$ cat src/rtl/dpram_pkg.sv
// dpram_pkg: shared defaults and types for the dual-port RAM slice.
//   DATA_WIDTH_DEF / ADDR_WIDTH_DEF : default word and address widths
//   depth_of()                      : number of words for a given address width
//   DEPTH_DEF                       : default depth (16)
//   data_t / addr_t                 : word and address types at default widths
package dpram_pkg;

  localparam int DATA_WIDTH_DEF = 8;
  localparam int ADDR_WIDTH_DEF = 4;

  // Every address pattern maps to a real word, so depth is a full power of two.
  function automatic int depth_of(input int addr_width);
    return 32'sd1 << addr_width;
  endfunction

  localparam int DEPTH_DEF = depth_of(ADDR_WIDTH_DEF);

  typedef logic [DATA_WIDTH_DEF-1:0] data_t;
  typedef logic [ADDR_WIDTH_DEF-1:0] addr_t;

endpackage

$ cat src/rtl/dpram_design_if.sv
// dpram_design_if: write/read port bundle of the dual-port RAM.
//   wr_en, wr_addr, data_in : write port (driven by master)
//   rd_en, rd_addr          : read request (driven by master)
//   data_out                : registered read data (driven by slave)
// Modports: master (requester side), slave (RAM side).
interface dpram_design_if #(
  parameter int DATA_WIDTH = 8,
  parameter int ADDR_WIDTH = 4
) ();

  logic                  wr_en;
  logic [ADDR_WIDTH-1:0] wr_addr;
  logic [DATA_WIDTH-1:0] data_in;
  logic                  rd_en;
  logic [ADDR_WIDTH-1:0] rd_addr;
  logic [DATA_WIDTH-1:0] data_out;

  modport master (
    output wr_en, wr_addr, data_in, rd_en, rd_addr,
    input  data_out
  );

  modport slave (
    input  wr_en, wr_addr, data_in, rd_en, rd_addr,
    output data_out
  );

endinterface

$ cat src/rtl/dpram_mem_array.sv
// dpram_mem_array: storage array of the dual-port RAM.
//   clk, rst          : clock, asynchronous active-low clear of every word
//   wr_en/wr_addr/wr_data : synchronous write port
//   rd_addr/rd_data   : combinational (unregistered) read port
module dpram_mem_array
  import dpram_pkg::*;
#(
  parameter int DATA_WIDTH = DATA_WIDTH_DEF,
  parameter int ADDR_WIDTH = ADDR_WIDTH_DEF
) (
  input  logic                  clk,
  input  logic                  rst,
  input  logic                  wr_en,
  input  logic [ADDR_WIDTH-1:0] wr_addr,
  input  logic [DATA_WIDTH-1:0] wr_data,
  input  logic [ADDR_WIDTH-1:0] rd_addr,
  output logic [DATA_WIDTH-1:0] rd_data
);

  localparam int DEPTH = depth_of(ADDR_WIDTH);

  logic [DATA_WIDTH-1:0] mem_r [DEPTH];

  // Write port; reset clears every word, which also drops a write set up when reset hits.
  always_ff @(posedge clk or negedge rst) begin
    if (!rst) begin
      for (int i = 0; i < DEPTH; i++) begin
        mem_r[i] <= '0;
      end
    end else if (wr_en == 1'b1) begin
      mem_r[wr_addr] <= wr_data;
    end else begin
      mem_r[wr_addr] <= mem_r[wr_addr];
    end
  end

  // Unregistered read: shows contents before this edge's write (read-first base).
  assign rd_data = mem_r[rd_addr];

endmodule

$ cat src/rtl/dpram_design.sv
// dpram_design: single-clock dual-port RAM with registered read data.
//   clk      : clock, rising edge
//   rst      : asynchronous active-low reset (clears data_out and memory)
//   bus      : dpram_design_if.slave (write port, read request, data_out)
// Build option: DPRAM_BYPASS_EN -- when defined, a same-address read and write
// in one cycle returns the new write data (write-first); otherwise the old
// contents are returned (read-first).
module dpram_design
  import dpram_pkg::*;
#(
  parameter int DATA_WIDTH = DATA_WIDTH_DEF,
  parameter int ADDR_WIDTH = ADDR_WIDTH_DEF
) (
  input  logic           clk,
  input  logic           rst,
  dpram_design_if.slave  bus
);

  logic [DATA_WIDTH-1:0] mem_rd_s;
  logic [DATA_WIDTH-1:0] rd_sel_s;
  logic [DATA_WIDTH-1:0] data_out_r;

  dpram_mem_array #(
    .DATA_WIDTH (DATA_WIDTH),
    .ADDR_WIDTH (ADDR_WIDTH)
  ) u_mem (
    .clk     (clk),
    .rst     (rst),
    .wr_en   (bus.wr_en),
    .wr_addr (bus.wr_addr),
    .wr_data (bus.data_in),
    .rd_addr (bus.rd_addr),
    .rd_data (mem_rd_s)
  );

`ifdef DPRAM_BYPASS_EN
  logic collide_s;

  // Same-address collision forwards the incoming write word.
  always_comb begin
    collide_s = 1'b0;
    rd_sel_s  = mem_rd_s;
    if ((bus.wr_en == 1'b1) && (bus.rd_en == 1'b1) && (bus.wr_addr == bus.rd_addr)) begin
      collide_s = 1'b1;
    end else begin
      collide_s = 1'b0;
    end
    if (collide_s) begin
      rd_sel_s = bus.data_in;
    end else begin
      rd_sel_s = mem_rd_s;
    end
  end
`else
  // Read-first: the array output already holds pre-write contents.
  always_comb begin
    rd_sel_s = mem_rd_s;
  end
`endif

  // Read data register; holds its value when no read is requested.
  always_ff @(posedge clk or negedge rst) begin
    if (!rst) begin
      data_out_r <= '0;
    end else if (bus.rd_en == 1'b1) begin
      data_out_r <= rd_sel_s;
    end else begin
      data_out_r <= data_out_r;
    end
  end

  assign bus.data_out = data_out_r;

endmodule

$ cat src/flat_wrapper.sv
// flat-port wrapper written by rule: the top's interface ports become plain ports
module dpram_design_flat import dpram_pkg::*;
#(
  parameter int DATA_WIDTH = DATA_WIDTH_DEF,
  parameter int ADDR_WIDTH = ADDR_WIDTH_DEF
)
  (clk, rst, bus_wr_en, bus_wr_addr, bus_data_in, bus_rd_en, bus_rd_addr, bus_data_out);
  dpram_design_if #(.DATA_WIDTH(DATA_WIDTH), .ADDR_WIDTH(ADDR_WIDTH)) bus_i ();
  input  logic clk;
  input  logic rst;
  input wire logic [$bits(bus_i.wr_en)-1:0] bus_wr_en;
  input wire logic [$bits(bus_i.wr_addr)-1:0] bus_wr_addr;
  input wire logic [$bits(bus_i.data_in)-1:0] bus_data_in;
  input wire logic [$bits(bus_i.rd_en)-1:0] bus_rd_en;
  input wire logic [$bits(bus_i.rd_addr)-1:0] bus_rd_addr;
  output wire logic [$bits(bus_i.data_out)-1:0] bus_data_out;
  assign bus_i.wr_en = bus_wr_en;
  assign bus_i.wr_addr = bus_wr_addr;
  assign bus_i.data_in = bus_data_in;
  assign bus_i.rd_en = bus_rd_en;
  assign bus_i.rd_addr = bus_rd_addr;
  assign bus_data_out = bus_i.data_out;
  dpram_design #(.DATA_WIDTH(DATA_WIDTH), .ADDR_WIDTH(ADDR_WIDTH)) u_core (.clk(clk), .rst(rst), .bus(bus_i));
endmodule
$ cat config.mk
export PLATFORM = sky130hd
export DESIGN_NAME = dpram_design_flat
export DESIGN_NICKNAME = d
export VERILOG_FILES = /design/src/rtl/dpram_pkg.sv /design/src/rtl/dpram_design_if.sv /design/src/rtl/dpram_mem_array.sv /design/src/rtl/dpram_design.sv /design/src/flat_wrapper.sv
export SDC_FILE = /design/constraint.sdc
export NUM_CORES = 1
export LEC_CHECK = 0
export ABC_AREA = 1
export BUFFER_PORTS_ARGS = -buffer_cell sky130_fd_sc_hd__buf_2
export CAP_MARGIN = 25
export CORE_UTILIZATION = 45
export DETAILED_ROUTE_END_ITERATION = 10
export PLACE_DENSITY = 0.7
export SLEW_MARGIN = 30
export SYNTH_ARGS = -nofsm -noshare
export SYNTH_HDL_FRONTEND = slang
export SYNTH_SLANG_ARGS = --single-unit
$ cat constraint.sdc
create_clock -name clk -period 3.3 [get_ports clk]
set_input_delay 0.66 -clock clk [delete_from_list [all_inputs] [get_ports clk]]
set_output_delay 0.66 -clock clk [all_outputs]
set_load 0.02 [all_outputs]
==> metrics.yaml <==
drv_slew: 0
num_io_pins: 28
worst_pin_slew_ns: 0.9430
cts_setup_buffers: 0
cts_resized: 0
grt_pass1_wl_um: 44200
port_buffers: 27
powerDensity_nw_per_um2: 584.1
postCtsHoldBufs: 0
grt_setup_unrepaired: "no"
grt_antenna_before_repair: 0
hold_path_class: "input pin to async pin"
numCtsBuffers: 17
synth-adder-area-share: 0
seq_area_frac_synth: 0.4041
syn_inst: 1407
htree_levels: 4
grt_overflow: 0
violations: "DRC"
firstDrtPassIters: 9
r2r-start: "u_core.u_mem.mem_r[103]"
drive_above_1_share: 0.06272
finalPower_mw: 5.397
setup_violations: 0
reg2reg_slack_ns: 1.64
yosys_warnings: 0
start_kind: "input pin"
critPathKind: "input pin to flop"
root_buffer: "clkbuf_16"
ys_types: 13
drc: 4
cts_sinks: 136
clkLatencyLatePin_ns: 0.44
dieArea_um2: 19270
timing.final.crit_share: 0.6778
start_util: 0.4641
finClkSkew_ns: 0.007389
clk_pin_slew_ns: 0.06
p_leak_nw: 5.359
slew_headroom: 0.3690
peakVddDrop_mv: 0.3854
dp_hpwl_um: 16560
layout_common_cells: "nand2_1, nor2_1, dfrtp_1"
core_um2: 18150
final_common_cell: "nand2_1"
maxCapViolations: 0
nets: 1413
min_period_ns: 2.237
clockBufferDepth: 2
max_freq_ghz: 0.4471
syn_area_um2: 8422
yosys.area_share.simple: 0.5411
crit_required_ns: 3.67
r2r_end: "u_core.u_mem.mem_r[79]"
fp-row-count: 49
num_vias: 8898
synth-seq-cells: 136
reg2reg_depth: 10
grt_max_degree: 65
synth_area_leaders: "dfrtp_1, nand2_1, nor2_1, nand3_1, clkbuf_1"
grt_pass1_vias: 8168
diodes: 0
cp-startpoint: "bus_wr_addr[0]"
yosys.area.top_type_share: 0.4041
routed_wirelength_um: 27170
outcome: "finished with violations"
final_util: 0.5092
wl_per_cell_um: 16.65
cts_tree: "built"
final_area_um2: 9240
worst_ep_arrival_time_ns: 2.61
gp_congestion: 0.8589
die_w_um: 138.8
dpl_cell_area_um2: 8691
synth_top_family_by_area: "simple AND/OR/NAND/NOR gates"
avgSynthCellArea_um2: 5.986
drtAntennaViolNets: 0
synth-xor-area-share: 0
synth_nets: 1427
muxShareOfSynthArea: 0
grt.total_usage: 0.2941
synth_compound_area_frac: 0
die_y_um: 138.8
cp-end-kind: "flop"
tns_ns: 0
drt_iter0_drc: 1079
syn_to_final_growth_pct: 9.716
synth_top_area_cell: "dfrtp_1"
viasPerCell: 5.452
hold_viol: 0
crit_path_max_fanout: 16
==> cell families after synthesis <==
| kind of cell | Yosys count |
|---|---|
| buffers and inverters | 103 |
| DFF | 136 |
| and+or+nand+nor | 1168 |
==> Yosys cell counts (all sizes together) <==
cell type / number
nand2: 883
inv: 20
clkbuf: 49
dfrtp: 136
nand3: 120
nor2: 165
buf: 34
==> metrics by stage <==
stage	hold WS (ns)	setup WS, ns	instances
finish	0.1903	1.063	1632
global route	0.2405	0.9484	1632
CTS	0.2290	1.094	1632
detailed placement	0.4629	0.6616	1603
global placement	0.4598	0.7514	1603
floorplan	0.3644	1.413	1407
==> flip-flops by register name (all words and copies together) (netlist names) <==
| signal | count |
|---|---|
| u_core.u_mem.mem_r | 128 |
| u_core.bus.data_out | 8 |
==> critical path: stages <==
cell	delay, ns
buf_2	0.14
nor2_1	0.74
nand2_1	0.66
nor2_1	0.26
nand2_1	0.08
nand2_1	0.07
==> report_power, final <==
group | switching, mW | leakage (nW) | internal (mW)
logic | 0.798 | 3.36 | 0.426
registers | 0.297 | 1.73 | 2.03
clock network | 0.727 | 0.272 | 1.12
total | 1.82 | 5.36 | 3.58
==> worst max path at each step <==
| stage | depth (start not counted) | slack, ns | end |
|---|---|---|---|
| floorplan | 9 | 1.41 | u_core.u_mem.mem_r[45] |
| global placement | 10 | 0.75 | u_core.u_mem.mem_r[15] |
| detailed placement | 6 | 0.66 | u_core.u_mem.mem_r[31] |
| CTS | 6 | 1.09 | u_core.u_mem.mem_r[31] |
| global route | 6 | 0.95 | u_core.u_mem.mem_r[30] |
| finish | 6 | 1.06 | u_core.u_mem.mem_r[31] |
==> layer usage <==
metal	vias to the layer above	GRT usage	routed length, µm
met5	-	0	0
met4	0	0.1357	1004
met3	83	0.05180	2157
met2	431	0.4628	12450
met1	4140	0.3950	11560
li1	4244	-	-
==> layout make-up <==
cell class / count / area (µm²)
inverter: 20 / 75.07
timing repair buffer: 50 / 364.1
clock buffer: 26 / 509.2
clock inverter: 3 / 40.04
multi-input combinational: 1168 / 4562
sequential: 136 / 3403
tap: 229 / 286.5
fill: 1826 / 8907
(Power assumes the default switching activity.)
